==> src/rtl/gpio_panel_ctrl.sv <==
// gpio_panel_ctrl
// ----------------
// This block is a small front-panel controller that sits on a processor GPIO pair.
// The processor writes a command word on i_gpo. The block drives LEDs, debounces
// DIP switches and reports status back on o_gpi.
//
// Command handshake: a command is issued by inverting i_gpo[31] while
// opcode/address/data are presented in the same word. Each change of bit 31
// relative to its registered previous value is exactly one command, executed
// on that clock edge. There is no back-pressure. The processor confirms
// execution by watching the ack counter in o_gpi[23:16]. The ack counter
// counts only valid commands.
//
// Command word: [31] strobe toggle, [30:28] opcode, [27:24] address, [23:0] data
//   op 0 SET_MODE   LED[address] mode = data[1:0] (off/on/blink/blink-inverted)
//   op 1 SET_PERIOD blink period = data, prescaler and phase restart
//   op 2 CLR_FLAGS  clear switch change flags selected by data[N_SW-1:0]
//   op 3 SET_DEB    debounce limit = data, all debounce counters restart
//   op 4..7         ignored
//
// Ports:
//   i_clock    single clock, rising edge
//   i_reset_n  asynchronous active-low reset
//   i_gpo      command word from the processor (synchronous to i_clock)
//   o_gpi      status word: [N_SW-1:0] debounced switches, [8+:N_SW] change
//              flags, [23:16] ack counter, [24] blink phase, others 0
//   i_sw       raw asynchronous switches
//   o_led      registered LED drive
module gpio_panel_ctrl #(
  parameter int                   NB_GPIOS      = 32,
  parameter int                   N_LEDS        = 8,
  parameter int                   N_SW          = 4,
  parameter int                   NB_TIMER      = 24,
  parameter logic [NB_TIMER-1:0]  BLINK_DEFAULT = NB_TIMER'(5000000),
  parameter logic [NB_TIMER-1:0]  DEB_DEFAULT   = NB_TIMER'(100000)
) (
  input  logic                i_clock,
  input  logic                i_reset_n,
  input  logic [NB_GPIOS-1:0] i_gpo,
  output logic [NB_GPIOS-1:0] o_gpi,
  input  logic [N_SW-1:0]     i_sw,
  output logic [N_LEDS-1:0]   o_led
);

  localparam logic [1:0] MODE_OFF   = 2'b00;
  localparam logic [1:0] MODE_ON    = 2'b01;
  localparam logic [1:0] MODE_BLINK = 2'b10;
  localparam logic [1:0] MODE_BINV  = 2'b11;

  // ---------------- command decode ----------------
  logic                r_strobe_prev;
  logic                w_cmd;
  logic [2:0]          w_op;
  logic [3:0]          w_addr;
  logic [23:0]         w_data;
  logic                w_addr_ok;
  logic                w_set_mode;
  logic                w_set_period;
  logic                w_clr_flags;
  logic                w_set_deb;
  logic                w_valid;
  logic [N_SW-1:0]     w_clr_mask;

  assign w_cmd        = i_gpo[31] ^ r_strobe_prev;
  assign w_op         = i_gpo[30:28];
  assign w_addr       = i_gpo[27:24];
  assign w_data       = i_gpo[23:0];
  assign w_addr_ok    = ({28'd0, w_addr} < 32'(N_LEDS));
  assign w_set_mode   = w_cmd && (w_op == 3'd0) && w_addr_ok;
  assign w_set_period = w_cmd && (w_op == 3'd1);
  assign w_clr_flags  = w_cmd && (w_op == 3'd2);
  assign w_set_deb    = w_cmd && (w_op == 3'd3);
  assign w_valid      = w_set_mode || w_set_period || w_clr_flags || w_set_deb;
  assign w_clr_mask   = w_clr_flags ? w_data[N_SW-1:0] : '0;

  // ---------------- registers ----------------
  logic [1:0]          r_mode [N_LEDS];
  logic [N_LEDS-1:0]   r_led;
  logic [NB_TIMER-1:0] r_period;
  logic [NB_TIMER-1:0] r_pre_cnt;
  logic                r_phase;
  logic [NB_TIMER-1:0] r_limit;
  logic [N_SW-1:0]     r_sync1;
  logic [N_SW-1:0]     r_sync2;
  logic [NB_TIMER-1:0] r_deb_cnt [N_SW];
  logic [N_SW-1:0]     r_deb;
  logic [N_SW-1:0]     r_flags;
  logic [7:0]          r_ack;
  logic [NB_GPIOS-1:0] r_gpi;

  logic [N_LEDS-1:0]   w_led_next;
  logic [N_SW-1:0]     w_deb_set;
  logic [NB_GPIOS-1:0] w_gpi_next;

  // Strobe history and ack counter
  always_ff @(posedge i_clock or negedge i_reset_n) begin
    if (!i_reset_n) begin
      r_strobe_prev <= 1'b0;
      r_ack         <= 8'd0;
    end else begin
      r_strobe_prev <= i_gpo[31];
      if (w_valid) r_ack <= r_ack + 8'd1;
    end
  end

  // LED modes
  always_ff @(posedge i_clock or negedge i_reset_n) begin
    if (!i_reset_n) begin
      for (int k = 0; k < N_LEDS; k++) r_mode[k] <= MODE_OFF;
    end else if (w_set_mode) begin
      for (int k = 0; k < N_LEDS; k++) begin
        if (w_addr == 4'(k)) r_mode[k] <= w_data[1:0];
      end
    end
  end

  // Blink prescaler: counts 0..period inclusive, so the phase half-period
  // is period+1 cycles and period 0 toggles every cycle.
  always_ff @(posedge i_clock or negedge i_reset_n) begin
    if (!i_reset_n) begin
      r_period  <= BLINK_DEFAULT;
      r_pre_cnt <= '0;
      r_phase   <= 1'b0;
    end else if (w_set_period) begin
      r_period  <= w_data[NB_TIMER-1:0];
      r_pre_cnt <= '0;
      r_phase   <= 1'b0;
    end else if (r_pre_cnt == r_period) begin
      r_pre_cnt <= '0;
      r_phase   <= ~r_phase;
    end else begin
      r_pre_cnt <= r_pre_cnt + NB_TIMER'(1);
    end
  end

  always_comb begin
    w_led_next = '0;
    for (int k = 0; k < N_LEDS; k++) begin
      case (r_mode[k])
        MODE_OFF:   w_led_next[k] = 1'b0;
        MODE_ON:    w_led_next[k] = 1'b1;
        MODE_BLINK: w_led_next[k] = r_phase;
        MODE_BINV:  w_led_next[k] = ~r_phase;
        default:    w_led_next[k] = 1'b0;
      endcase
    end
  end

  always_ff @(posedge i_clock or negedge i_reset_n) begin
    if (!i_reset_n) r_led <= '0;
    else            r_led <= w_led_next;
  end

  assign o_led = r_led;

  // Switch synchronizer
  always_ff @(posedge i_clock or negedge i_reset_n) begin
    if (!i_reset_n) begin
      r_sync1 <= '0;
      r_sync2 <= '0;
    end else begin
      r_sync1 <= i_sw;
      r_sync2 <= r_sync1;
    end
  end

  // A switch commits when it has disagreed with the debounced state while
  // the counter already sits at the limit. With limit 0, the switch commits
  // on the first cycle it disagrees. A SET_DEB command restarts all switches,
  // so nothing commits in that cycle.
  always_comb begin
    w_deb_set = '0;
    for (int i = 0; i < N_SW; i++) begin
      w_deb_set[i] = !w_set_deb && (r_sync2[i] != r_deb[i]) &&
                     (r_deb_cnt[i] == r_limit);
    end
  end

  always_ff @(posedge i_clock or negedge i_reset_n) begin
    if (!i_reset_n) begin
      r_limit <= DEB_DEFAULT;
      r_deb   <= '0;
      for (int i = 0; i < N_SW; i++) r_deb_cnt[i] <= '0;
    end else if (w_set_deb) begin
      r_limit <= w_data[NB_TIMER-1:0];
      for (int i = 0; i < N_SW; i++) r_deb_cnt[i] <= '0;
    end else begin
      for (int i = 0; i < N_SW; i++) begin
        if (r_sync2[i] == r_deb[i]) begin
          r_deb_cnt[i] <= '0;
        end else if (w_deb_set[i]) begin
          r_deb[i]     <= r_sync2[i];
          r_deb_cnt[i] <= '0;
        end else begin
          r_deb_cnt[i] <= r_deb_cnt[i] + NB_TIMER'(1);
        end
      end
    end
  end

  // Sticky change flags: a new edge beats a simultaneous clear
  always_ff @(posedge i_clock or negedge i_reset_n) begin
    if (!i_reset_n) r_flags <= '0;
    else            r_flags <= (r_flags & ~w_clr_mask) | w_deb_set;
  end

  // Status word
  always_comb begin
    w_gpi_next              = '0;
    w_gpi_next[N_SW-1:0]    = r_deb;
    w_gpi_next[8 +: N_SW]   = r_flags;
    w_gpi_next[23:16]       = r_ack;
    w_gpi_next[24]          = r_phase;
  end

  always_ff @(posedge i_clock or negedge i_reset_n) begin
    if (!i_reset_n) r_gpi <= '0;
    else            r_gpi <= w_gpi_next;
  end

  assign o_gpi = r_gpi;

endmodule

==> config.mk <==
export PLATFORM = sky130hd
export DESIGN_NAME = gpio_panel_ctrl
export DESIGN_NICKNAME = d
export VERILOG_FILES = /design/src/rtl/gpio_panel_ctrl.sv
export SDC_FILE = /design/constraint.sdc
export NUM_CORES = 1
export LEC_CHECK = 0
export CORE_AREA = 2 2 151 153
export CTS_CLUSTER_DIAMETER = 120
export DETAILED_ROUTE_END_ITERATION = 6
export DIE_AREA = 0 0 153 155
export MAX_ROUTING_LAYER = met4
export PLACE_DENSITY_LB_ADDON = 0.1
export SLEW_MARGIN = 20
export SYNTH_ARGS = -nofsm -noshare
export SYNTH_HDL_FRONTEND = slang
export SYNTH_SLANG_ARGS = --single-unit
==> constraint.sdc <==
create_clock -name i_clock -period 1.8 [get_ports i_clock]
set_clock_uncertainty 0.1 [all_clocks]
set_input_delay 0.18 -clock i_clock [delete_from_list [all_inputs] [get_ports i_clock]]
set_output_delay 0.18 -clock i_clock [all_outputs]
set_load 0.02 [all_outputs]
==> results of run 1 <==
==> per-layer routing <==
layer | vias to the layer above | global-route usage [%] | wire length [um]
met2 | 195 | 40.3 | 14100
met1 | 4202 | 35.2 | 13500
met4 | 0 | 6.26 | 550
met5 | - | - | 0
met3 | 36 | 4.79 | 1580
li1 | 3929 | - | -
==> sequential cells by signal, indices dropped and copies added, names as in the netlist <==
signal	cells
r_deb_cnt	96
r_limit	24
r_period	24
r_pre_cnt	24
o_gpi	17
r_mode	16
o_led	8
r_ack	8
r_deb	4
r_flags	4
r_sync1	4
r_sync2	4
r_phase	1
r_strobe_prev	1
==> timing repair <==
item	in CTS	in global routing
cloned	6	5
hold buffers	4	0
gates resized for setup	58	102
pin swaps	24	38
buffers inserted	18	6
endpoints found under the setup margin	168	191
hold endpoints to repair	224	0
==> worst register-to-register path, stage by stage (launching register included) <==
cell and delay [ns]:
dfstp_2 0.66, buf_4 0.19, xnor2_1 0.14, nand4_1 0.16
nor2_2 0.18, a211o_4 0.24, buf_12 0.13, buf_8 0.11
nor2_4 0.03
==> power breakdown <==
part           total (uW)  internal (uW)  switching, uW
Sequential           6960           6050            911
Clock                5490           3310           2180
Combinational        4520           2550           1970
Total               17000          11900           5060
==> area by class of cell <==
type                    count  area share, %
multi-input cells         742           37.8
flip-flops and latches    235           37.4
repair buffers            261           16.7
clock buffers              35           4.66
well taps                 285           2.26
clock inverters            13          0.982
inverters                  10          0.238
==> through the flow <==
| step | area, sq um | worst slack [ns] |
|---|---|---|
| after floorplan | 11900 | -0.0259 |
| after global placement | 13800 | -0.399 |
| after detailed placement | 13800 | -0.393 |
| after CTS | 15300 | -0.217 |
| after global routing | 15800 | -0.321 |
| final | 15800 | -0.255 |
==> worst max-delay path by stage <==
| stage | from | endpoint | slack (ns) | cells past startpoint |
|---|---|---|---|---|
| after detailed placement | i_gpo[31] | r_pre_cnt[16] | -0.39 | 8 |
| after global placement | i_gpo[31] | r_pre_cnt[11] | -0.40 | 8 |
| final | r_limit[5] | r_deb_cnt[88] | -0.26 | 8 |
| after floorplan | r_limit[15] | r_deb_cnt[77] | -0.03 | 7 |
| after CTS | r_limit[15] | r_deb_cnt[92] | -0.22 | 9 |
| after global routing | r_limit[15] | r_deb_cnt[91] | -0.32 | 9 |
==> kinds of logic after synthesis <==
group           after synthesis
flops                       235
mux                          66
fa+ha+maj                     6
other cells                   1
buf+inv                      82
xor+xnor                    250
simple gates                385
compound gates               19
==> cells in the mapped netlist, drive strengths merged <==
cell type	count	share of area (%)
dfrtp	221	47
nor2	150	6.0
xnor2	150	11
xor2	100	7.5
mux2	66	6.7
buf	62	3.7
nand3	54	2.3
nand4	52	2.9
nand2	50	1.6
and3	20	1.1
nor4	18	1.7
and4	14	1.0
dfstp	14	3.1
nor3	14	0.68
clkbuf	10	0.33
inv	10	0.32
o21ai	9	0.38
ha	6	0.64
a211o	4	0.39
o31ai	4	0.26
nand2b	3	0.16
and2	2	0.11
nand3b	2	0.13
or2	2	0.11
or3	2	0.15
a21oi	1	0.043
conb	1	0.032
nor3b	1	0.064
nor4b	1	0.20
o21bai	1	0.096
==> metrics.txt, run 1 <==
crit end category register; Die X between 150 and 200 um; Clock Path Buffers 3; setup TNS -25.62 ns; routed wire length 29.7 mm; IO Count 78; Die ar. 23700 sq um; area of the multi-input gates 5970 sq um; Worst Path Required roughly 2.1 ns; vias in the first global route 8415; # clock sinks 235; peak supply drop 0.000803 V; crit-path cells buf_4 > xnor2_1 > nand4_1 > nor2_2 > a211o_4 > buf_12 > buf_8 > nor2_4; Worst Max-Slew Pin Slew 0.555 ns; WHS 0.0276 ns; status finished with violations; gr usage total between 20% and 30%; Final Max Slew Viols 0; DRT Pass-1 Iters 5; sequential share of the synthesized area 50.2%; vias per cell 5.29; Reg area 5910 sq um; total power between 15000 and 20000 uW; initial core utilization 52.9%; Hold Path Origin i_sw[0]; drc violations 0; Synth Cell Area 11800 sq um; CTS tree built; Clock transition at path regs 0.06 ns; RSZ-0062 raised after global routing true; pwr/cell area 1070 nW/um^2; PortBufs just over 60; Final Cycle Share 114%; Synth cell types 50; GPL Wtd Cong 0.912; synthesized area per cell ~11 sq um; CP Launch Type register; maximum number of pins on one net before global-route repair 63; end of the worst hold path r_sync1[0]; Crit Path Category register to register; violated checks setup timing; post-synthesis mux area share 6.67%; Finished Layout Cells 1581; number of cells after detailed placement roughly 1500; cts bufs inserted 26; first-pass GRT wire length ~46 mm; routed vias 8362; worst setup margin -0.255 ns; Max FO, Critical Path 5; Site Rows 55; maximum clock frequency 487 MHz; Yosys reg bits 235; WP data arrival ~2.4 ns; Iter 0 DRT Violations 341; CP delay by family, top flip-flops; hpwl dp approximately 20 mm; count of final hold-check violations 0; Synth Area in Simple Gates approximately 18%; initial antenna violation count 0; layout filler cell count 1613; most common cell after layout, fill and taps aside dfrtp_1; utilization after layout between 70% and 80%; hold path cells 1; most frequent cells in the layout dfrtp_1, buf_4, xnor2_1; Leak 0.00689 uW; largest family of logic cells by synthesized area XOR/XNOR gates; R2R cell count 8; Synthesis Warnings 0; Layout area overhead 34.4%; XOR/XNOR Fraction of Synth Area 18.8%; Root Driver clkbuf_16; ANT cells 0; Critical R2R Launch r_limit[5]; adder-cell share of the synthesized area less than 1%; Compound-Gate Fraction of Synth Area about 1.2%; slew margin rel. 63.0%; worst-skew pair later-pin latency approximately 0.54 ns; post-route ant nets 0; layout cell share with drive strength beyond 1 32.8%; wire per inst 18.8 um; Die H 155 um; Max Cap Viol 0; worst r2r dst r_deb_cnt[88]; endpoints failing setup 179; min-delay worst type input port to register; Remaining Overflow, GRT 0; Reg2Reg Setup Slack -0.26 ns; cells after synthesis ~1000; Final #Nets between 1000 and 1500; Bufs and invs on worst path 3; H-tree levels 1; Tmin final between 2 and 2.5 ns; slowest CP cell dfstp_2; CP peak stage delay 0.66 ns; CORE AREA 22200 sq um
Power figures use the tool's default switching activity.
==> run 2, diff against run 1 <==
- ABC_CLOCK_PERIOD_IN_PS: default -> 1800
==> results of run 2 <==
No change in the layout: final DEF, timing and power equal those of run 1.
==> run 3, diff against run 2 <==
- ABC_CLOCK_PERIOD_IN_PS: 1800 -> default
==> results of run 3 <==
No change in the layout: final DEF, timing and power equal those of run 1.
